$ cat src/rtl/ps2_key_decoder_if.sv
// Scan-code byte stream from the PS/2 byte receiver.
// The receiver drives it as master; the key decoder consumes it as slave.
interface ps2_key_decoder_if;
    logic       ps2_code_new;
    logic [7:0] ps2_code;

    modport master (
        output ps2_code_new,
        output ps2_code
    );

    modport slave (
        input ps2_code_new,
        input ps2_code
    );
endinterface

$ cat src/rtl/ps2_key_decoder.sv
// Set-2 scan-code sequence decoder with held-key bitmap and
// per-player Tron direction registers.
module ps2_key_decoder #(
    parameter int clk_freq       = 50000000,
    parameter int timeout_cycles = clk_freq / 500,
    parameter bit block_reverse  = 1'b1
) (
    input  logic       clock,
    input  logic       reset,
    ps2_key_decoder_if.slave bus,
    output logic       key_valid,
    output logic [7:0] key_code,
    output logic       key_ext,
    output logic       key_break,
    output logic       key_repeat,
    output logic [7:0] keys_held,
    output logic [1:0] p1_dir,
    output logic [1:0] p2_dir,
    output logic [1:0] dir_changed
);

    localparam int TW = $clog2(timeout_cycles + 1);

    typedef enum logic [2:0] {
        IDLE, EXT, BRK, EXT_BRK, PAUSE
    } state_t;

    state_t        state, next_state;
    logic [2:0]    skip_cnt, next_skip;
    logic [TW-1:0] to_cnt;
    logic          to_hit;

    logic [7:0] code;
    logic       code_new;
    logic       is_e0, is_f0, is_e1, is_prefix, is_discard;

    logic       ev_fire, ev_ext, ev_brk;
    logic       ctrl_hit;
    logic [2:0] ctrl_idx;
    logic [1:0] req;
    logic       load_p1, load_p2;

    assign code     = bus.ps2_code;
    assign code_new = bus.ps2_code_new;

    assign is_e0      = (code == 8'hE0);
    assign is_f0      = (code == 8'hF0);
    assign is_e1      = (code == 8'hE1);
    assign is_prefix  = is_e0 | is_f0 | is_e1;
    assign is_discard = (code == 8'hFA) | (code == 8'hAA) |
                        (code == 8'hEE) | (code == 8'hFE) |
                        (code == 8'h00) | (code == 8'hFF);

    assign to_hit = (state != IDLE) && !code_new &&
                    (to_cnt == TW'(timeout_cycles - 1));

    always_ff @(posedge clock) begin
        if (reset) begin
            state    <= IDLE;
            skip_cnt <= '0;
            to_cnt   <= '0;
        end else begin
            state    <= next_state;
            skip_cnt <= next_skip;
            if (state == IDLE || code_new || to_hit)
                to_cnt <= '0;
            else
                to_cnt <= to_cnt + 1'b1;
        end
    end

    always_comb begin
        next_state = state;
        next_skip  = skip_cnt;
        if (code_new) begin
            unique case (state)
                IDLE, BRK: begin
                    next_state = IDLE;
                    if (is_e0) next_state = EXT;
                    if (is_f0) next_state = BRK;
                    if (is_e1) begin
                        next_state = PAUSE;
                        next_skip  = 3'd7;
                    end
                end
                EXT: begin
                    next_state = IDLE;
                    if (is_e0) next_state = EXT;
                    if (is_f0) next_state = EXT_BRK;
                    if (is_e1) begin
                        next_state = PAUSE;
                        next_skip  = 3'd7;
                    end
                end
                EXT_BRK: next_state = IDLE;
                PAUSE: begin
                    next_skip = skip_cnt - 1'b1;
                    if (skip_cnt <= 3'd1) next_state = IDLE;
                end
                default: next_state = IDLE;
            endcase
        end else if (to_hit) begin
            next_state = IDLE;
        end
    end

    always_comb begin
        ev_fire = 1'b0;
        ev_ext  = 1'b0;
        ev_brk  = 1'b0;
        if (code_new) begin
            unique case (state)
                IDLE: ev_fire = !is_prefix && !is_discard;
                BRK: begin
                    ev_fire = !is_prefix;
                    ev_brk  = 1'b1;
                end
                EXT: begin
                    ev_fire = !is_prefix;
                    ev_ext  = 1'b1;
                end
                EXT_BRK: begin
                    ev_fire = 1'b1;
                    ev_ext  = 1'b1;
                    ev_brk  = 1'b1;
                end
                default: ev_fire = 1'b0;
            endcase
        end
    end

    // Bitmap index: [1:0] doubles as the direction, [2] selects the player
    always_comb begin
        ctrl_hit = 1'b1;
        ctrl_idx = 3'd0;
        unique case (1'b1)
            (!ev_ext && code == 8'h1D): ctrl_idx = 3'd0;
            (!ev_ext && code == 8'h23): ctrl_idx = 3'd1;
            (!ev_ext && code == 8'h1B): ctrl_idx = 3'd2;
            (!ev_ext && code == 8'h1C): ctrl_idx = 3'd3;
            ( ev_ext && code == 8'h75): ctrl_idx = 3'd4;
            ( ev_ext && code == 8'h74): ctrl_idx = 3'd5;
            ( ev_ext && code == 8'h72): ctrl_idx = 3'd6;
            ( ev_ext && code == 8'h6B): ctrl_idx = 3'd7;
            default:                    ctrl_hit = 1'b0;
        endcase
    end

    assign req = ctrl_idx[1:0];

    assign load_p1 = ev_fire && !ev_brk && ctrl_hit && !ctrl_idx[2] &&
                     (req != p1_dir) &&
                     !(block_reverse && req == (p1_dir ^ 2'b10));

    assign load_p2 = ev_fire && !ev_brk && ctrl_hit && ctrl_idx[2] &&
                     (req != p2_dir) &&
                     !(block_reverse && req == (p2_dir ^ 2'b10));

    always_ff @(posedge clock) begin
        if (reset) begin
            key_valid   <= 1'b0;
            key_code    <= '0;
            key_ext     <= 1'b0;
            key_break   <= 1'b0;
            key_repeat  <= 1'b0;
            keys_held   <= '0;
            p1_dir      <= 2'b01;
            p2_dir      <= 2'b11;
            dir_changed <= '0;
        end else begin
            key_valid   <= ev_fire;
            dir_changed <= {load_p2, load_p1};
            if (ev_fire) begin
                key_code   <= code;
                key_ext    <= ev_ext;
                key_break  <= ev_brk;
                key_repeat <= !ev_brk && ctrl_hit && keys_held[ctrl_idx];
                if (ctrl_hit) keys_held[ctrl_idx] <= !ev_brk;
            end
            if (load_p1) p1_dir <= req;
            if (load_p2) p2_dir <= req;
        end
    end

endmodule

$ cat src/flat_wrapper.sv
// flat-port wrapper written by rule: the top's interface ports become plain ports
module ps2_key_decoder_flat 
#(
    parameter int clk_freq       = 50000000,
    parameter int timeout_cycles = clk_freq / 500,
    parameter bit block_reverse  = 1'b1
)
  (clock, reset, key_valid, key_code, key_ext, key_break, key_repeat, keys_held, p1_dir, p2_dir, dir_changed, bus_ps2_code_new, bus_ps2_code);
  ps2_key_decoder_if bus_i ();
  input  logic clock;
  input  logic reset;
  output logic key_valid;
  output logic [7:0] key_code;
  output logic key_ext;
  output logic key_break;
  output logic key_repeat;
  output logic [7:0] keys_held;
  output logic [1:0] p1_dir;
  output logic [1:0] p2_dir;
  output logic [1:0] dir_changed;
  input wire logic [$bits(bus_i.ps2_code_new)-1:0] bus_ps2_code_new;
  input wire logic [$bits(bus_i.ps2_code)-1:0] bus_ps2_code;
  assign bus_i.ps2_code_new = bus_ps2_code_new;
  assign bus_i.ps2_code = bus_ps2_code;
  ps2_key_decoder #(.clk_freq(clk_freq), .timeout_cycles(timeout_cycles), .block_reverse(block_reverse)) u_core (.clock(clock), .reset(reset), .bus(bus_i), .key_valid(key_valid), .key_code(key_code), .key_ext(key_ext), .key_break(key_break), .key_repeat(key_repeat), .keys_held(keys_held), .p1_dir(p1_dir), .p2_dir(p2_dir), .dir_changed(dir_changed));
endmodule
$ cat config.mk
export PLATFORM = sky130hd
export DESIGN_NAME = ps2_key_decoder_flat
export DESIGN_NICKNAME = d
export VERILOG_FILES = /design/src/rtl/ps2_key_decoder_if.sv /design/src/rtl/ps2_key_decoder.sv /design/src/flat_wrapper.sv
export SDC_FILE = /design/constraint.sdc
export NUM_CORES = 1
export LEC_CHECK = 0
export BUFFER_PORTS_ARGS = -buffer_cell sky130_fd_sc_hd__buf_2
export CAP_MARGIN = 20
export CORE_UTILIZATION = 53
export CTS_BUF_LIST = sky130_fd_sc_hd__clkbuf_8
export CTS_CLUSTER_DIAMETER = 80
export DETAILED_ROUTE_END_ITERATION = 6
export PLACE_DENSITY = 0.87
export SKIP_CTS_REPAIR_TIMING = 1
export SYNTH_ARGS = -nofsm -noshare
export SYNTH_HDL_FRONTEND = slang
export SYNTH_SLANG_ARGS = --single-unit
export TNS_END_PERCENT = 100
$ cat constraint.sdc
create_clock -name clock -period 1.8 [get_ports clock]
set_clock_uncertainty 0.2 [all_clocks]
set_input_delay 0.09 -clock clock [delete_from_list [all_inputs] [get_ports clock]]
set_output_delay 0.09 -clock clock [all_outputs]
set_load 0.02 [all_outputs]
# == After elaboration in Yosys (flattened, before gate mapping) ==
# Index checks and enable logic that the tools add are counted.
# word_totals
reg_bits,49
input_bits,11
wordCells,124
# op_classes
add_sub_neg,2
order_cmp,3
n_eq_ne,27
muxes,24
bitwise,9
reduce_logical,47
# op_table
op,n
$eq 8x8->1 const B,8
$eq 8x7->1 const B,4
$eq 8x5->1 const B,3
$logic_and 1x1->1,22
$mux 3,7
$pmux 3 s7,1
$add 17x1->17 const B,1
$eq 17x17->1 const B,1
$reduce_or 2->1,5
$mux 1,9
$pmux 3 s3,1
$bwmux 8,1
$eq 8x6->1 const B,1
$logic_not 1->1,8
$logic_not 8->1,1
$reduce_or 8->1,1
$or 1x1->1,7
$eq 3x2->1 const B,2
$pmux 3 s2,1
$eq 2x2->1,2
$lt 3x4->1 const B,1
$ne 2x2->1,2
$reduce_and 2->1,2
$reduce_bool 2->1,2
other kinds (17),19

# == Logic depth before layout (Yosys ltp) ==
# depth
depth_word,15
mapped_depth,9
ltp_nobuf,7

# == Worst setup path after synthesis ==
# OpenSTA, ideal clock, no wires.
# synth_path
path_kind,flip-flop to flip-flop
from,register u_core.state[0]
to,register u_core.key_repeat
t_arrival_ps,1723
required_time_ps,1531
path_slack_ps,-192
path_stages_with_launch,9
path_buffers,2
period_less_slack_ps,1992
cell_sequence,dfxtp_1 buf_2 nand3b_1 or3_1 buf_2 a2bb2oi_4 mux2i_1 a221o_1 o21ai_1
# synth_via
elab_chain_len,10
word_cells_on_any_way,30
cone_classes,eq/ne (3); mux (10); reduce/logical (17)
# synth_lines
item,line_no,rtl
start: declaration,ps2_key_decoder.sv:28,"state_t state, next_state;"
start signal: assignment,ps2_key_decoder.sv:63,state <= next_state;
$eq 3x1->1 or $eq 3x2->1 (tied branches),ps2_key_decoder.sv:112,unique case (state)
$reduce_or 2->1 (no line),n/a,
$mux 1,ps2_key_decoder.sv:112,
$mux 1,ps2_key_decoder.sv:111,if (code_new) begin
$logic_not 1->1,n/a,
$logic_and 1x1->1 (on tied branches),n/a,
$pmux 3 s7 or $reduce_or 8->1 (tied branches),n/a,
$bmux 1 s3 or $mux 1 (tied branches),"ps2_key_decoder.sv:177, ps2_key_decoder.sv:136",
$mux 1 (not written as such) or $logic_and 1x1->1 (tied branches),ps2_key_decoder.sv:177,key_repeat <= !ev_brk && ctrl_hit && keys_held[ctrl_idx];
$logic_and 1x1->1,ps2_key_decoder.sv:177,
end signal: assignment,ps2_key_decoder.sv:177,
end: declaration,ps2_key_decoder.sv:15,"output logic key_repeat,"
# Parallel ways exist; a longest one is shown, timed or not. The select of a mux whose other input is x is not followed.
# A chain may end at the register's enable or synchronous reset.

# == Final worst setup path ==
# layout_path
from,register u_core.state[0]
to,register u_core.keys_held[2]
# layout_via
elab_chain_len,12
word_cells_on_any_way,33
cone_classes,order compare (2); eq/ne (3); mux (11); reduce/logical (17)
# layout_lines
item,line_no,rtl
$eq 3x1->1 or $eq 3x2->1 (tied branches),ps2_key_decoder.sv:112,
$reduce_or 2->1 (no line),n/a,
$mux 1,ps2_key_decoder.sv:112,
$mux 1,ps2_key_decoder.sv:111,
$logic_not 1->1,n/a,
$logic_and 1x1->1 (on tied branches),"ps2_key_decoder.sv:140, ps2_key_decoder.sv:138, ps2_key_decoder.sv:139",
$pmux 3 s7,ps2_key_decoder.sv:136,unique case (1'b1)
$lt 3x4->1 (not written as such) or $ge 3x1->1 (tied branches),ps2_key_decoder.sv:178,if (ctrl_hit) keys_held[ctrl_idx] <= !ev_brk;
$logic_and 1x1->1 (not written as such),ps2_key_decoder.sv:178,
$mux 1 (not written as such),ps2_key_decoder.sv:178,
$demux 1 s3,n/a,
$bwmux 8,ps2_key_decoder.sv:178,
end signal: indexed assignment,ps2_key_decoder.sv:178,
end: declaration,ps2_key_decoder.sv:16,"output logic [7:0] keys_held,"
# Parallel ways exist; a longest one is shown, timed or not.

==> metrics <==
htree depth=2; Critical Path Sink Type=flip-flop; CP max stage cell=dfxtp_4; drt pass-1 iters=7; max-slew violations=0; power per cell area=583.7 nW/µm²; clk slew on worst S/H paths=0.09 ns; start of the worst register-to-register path=u_core.state[0]; worst skew pair latency=0.31 ns; combinational share of power=13.1%; Tcrit/Tclk final=120.4%; die width=70.90 µm; Synth Register Bits=49; most frequent cells in the layout=buf_4 (54), dfxtp_1 (42), nand2_1 (36), buf_2 (36), nor2_1 (28); first-pass GRT wire length=11.33 mm; EDFF count, synth=0; Final Setup Violations=45; Final Util=79.76%; routed vias=2,946; GRT Total Usage=28.58%; Yosys cell types=52; Synthesized Nets=321; die area=5027 µm²; clock root buffer=clkbuf_8; chip height=70.90 µm; switching part of the total=26.72%; VDD IR max=404.7 µV; Tmin final=2.167 ns; Syn. warnings=0; via/cell ratio=6.532; number of global-route vias before repair=2,484; Max-slew headroom=68.16%; Routed Antenna Nets=0; Hold Path Class=in -> reg; wire per inst=19.87 µm; data required time of the critical path=1.79 ns; row count=24; clock network power share=33.7%; CTS Sinks=49; synthesized area=2516 µm²; sequential area share after synthesis=38.99%; CTS Buffer Depth=2; 1st-iter DRT viols=397; largest net degree at the start of global routing=16; Worst R2R End=u_core.keys_held[2]; total power=2.069 mW; # nets final=412; Hold Slack=0.02127 ns; Fmax=0.4615 GHz; Crit path largest cell delay=0.38 ns; Synth Area in Adders=1.492%; max-cap violation count=0; DP Cell Count=433; layout cells sized above 1=39.85%; cell family with most CP delay=compound AO/OA/AOI/OAI gates; total grt overflow=0; synthesized netlist cell count=307; post-synthesis mux area share=1.193%; HP Start=bus_ps2_code[2]; Hold EP=u_core.key_code[2]; final setup margin=-0.3670 ns; FF-to-FF path depth=7; CP cell instances=buf_6 > nand2_1 > a41oi_2 > o21a_1 > and2_4 > a31oi_1 > a311oi_1; detailed placement HPWL=4.871 mm; Slew @ Worst Pin=0.4732 ns; Post-route DRC=0; CP Buf/Inv Count=1; Pint=1.516 mW; CP arrival=2.16 ns; initial antenna violation count=0; most common cell after layout, fill and taps aside=buf_4; Psw=0.5528 mW; Post-Synth XOR/XNOR Area=6.266%; simple-gate share of the synthesized area=30.73%; Async SR Flop Fraction=0%; Area Overhead vs Synth=40.88%; worst reg-to-reg setup slack=-0.37 ns; Final Hold Violating Endpoints=0; routed wire length=8.961 mm; final std cells w/o fill=451; GPL Wtd Cong=0.8889; PortBufs=36; Primary FF master, synth=dfxtp_1; core region area=4444 µm²; CTS Buf Count=5; IO Count=37; Ant. Diodes=0; largest family of logic cells by synthesized area=simple AND/OR/NAND/NOR gates; Static Leak=1.428 nW; status=finished with violations; hold path cells=4; Seq pwr share=53.2%; crit-path max FO=7; Compound-Gate Fraction of Synth Area=17.06%; CP Class=reg -> reg; CP startpoint kind=flip-flop; CTS tree=built; Initial Util=56.62%; Syn Area/Cell=8.196 µm²; failing checks=negative setup slack; RSZ-0062 raised after global routing=yes
[Yosys cell counts (6+ instances only)]
cell type / count / share of area [%]
dfxtp_1: 49 / 39
xnor2_1: 11 / 3.8
nand4_1: 7 / 1.7
o21ai_0: 7 / 1.4
nor2_1: 44 / 6.6
clkbuf_1: 6 / 0.90
xor2_1: 7 / 2.4
buf_2: 8 / 1.6
nand2b_1: 7 / 1.7
and3_1: 8 / 2.0
a21oi_1: 23 / 4.6
nand3_1: 11 / 2.2
nand2_1: 38 / 5.7
nor3_1: 9 / 1.8
[area by class of cell]
type	count	area [µm²]
timing repair buffer	101	708.2
clock inverter	2	13.76
clock buffer	6	82.58
multi-input combinational	236	1664
inverter	5	18.77
tap	52	65.06
sequential	49	992.2
fill	235	899.6
[power groups by stage]
stage,clock [mW],sequential (mW),combinational [mW]
finish,0.697,1.10,0.271
global route,0.729,1.10,0.284
CTS,0.695,1.10,0.223
detailed placement,0,1.13,0.221
floorplan,0,1.14,0.105
global placement,0,1.13,0.214
[metal layers]
layer	up-vias	part of all wire (%)	global-route usage [%]
met5	-	0	0
met4	0	6.1	13.33
met3	71	9.8	7.265
met2	264	45	45.94
met1	1341	40	36.10
li1	1270	-	-
[per-stage QoR]
stage               instance area, µm²  setup TNS (ns)  setup slack (ns)
floorplan                         2534         -0.3106           -0.1361
global placement                  3088          -1.552           -0.1066
detailed placement                3088          -2.954           -0.1895
CTS                               3184          -4.215           -0.2441
global route                      3545          -8.340           -0.3831
finish                            3545          -5.812           -0.3670
[flip-flops by register name (all words and copies together), names as in the netlist]
| signal | cells |
|---|---|
| u_core.state | 3 |
| u_core.key_ext | 1 |
| u_core.skip_cnt | 3 |
| u_core.key_valid | 1 |
| u_core.key_repeat | 1 |
| u_core.p2_dir | 2 |
| u_core.key_break | 1 |
| u_core.keys_held | 8 |
| u_core.dir_changed | 2 |
| u_core.p1_dir | 2 |
| u_core.key_code | 8 |
| u_core.to_cnt | 17 |
[worst max-delay path by stage]
| stage | to | cells after the start | startpoint | slack, ns |
|---|---|---|---|---|
| 4_1_cts | u_core.key_repeat | 7 | u_core.state[2] | -0.24 |
| 3_5_place_dp | u_core.key_repeat | 7 | bus_ps2_code[1] | -0.19 |
| 5_1_grt | u_core.keys_held[2] | 7 | u_core.state[0] | -0.38 |
| 3_3_place_gp | u_core.key_repeat | 7 | bus_ps2_code[3] | -0.11 |
| 2_1_floorplan | u_core.key_repeat | 7 | u_core.state[2] | -0.14 |
| 6_report | u_core.keys_held[2] | 7 | u_core.state[0] | -0.37 |
[logic make-up (layout without fill, tap and decap cells)]
family	count (synthesis)	after routing
xor+xnor	18	18
flops	49	49
simple gates	150	150
buf+inv	22	114
fa+ha+maj	3	3
mux	3	3
compound gates	62	62
[worst reg2reg max path, stage by stage, from the launching register on]
cell      delay [ns]
dfxtp_4         0.38
buf_6           0.13
nand2_1         0.09
a41oi_2         0.24
o21a_1          0.25
and2_4          0.26
a31oi_1         0.13
a311oi_1        0.38
No activity file was read; power rests on OpenSTA's default activity.
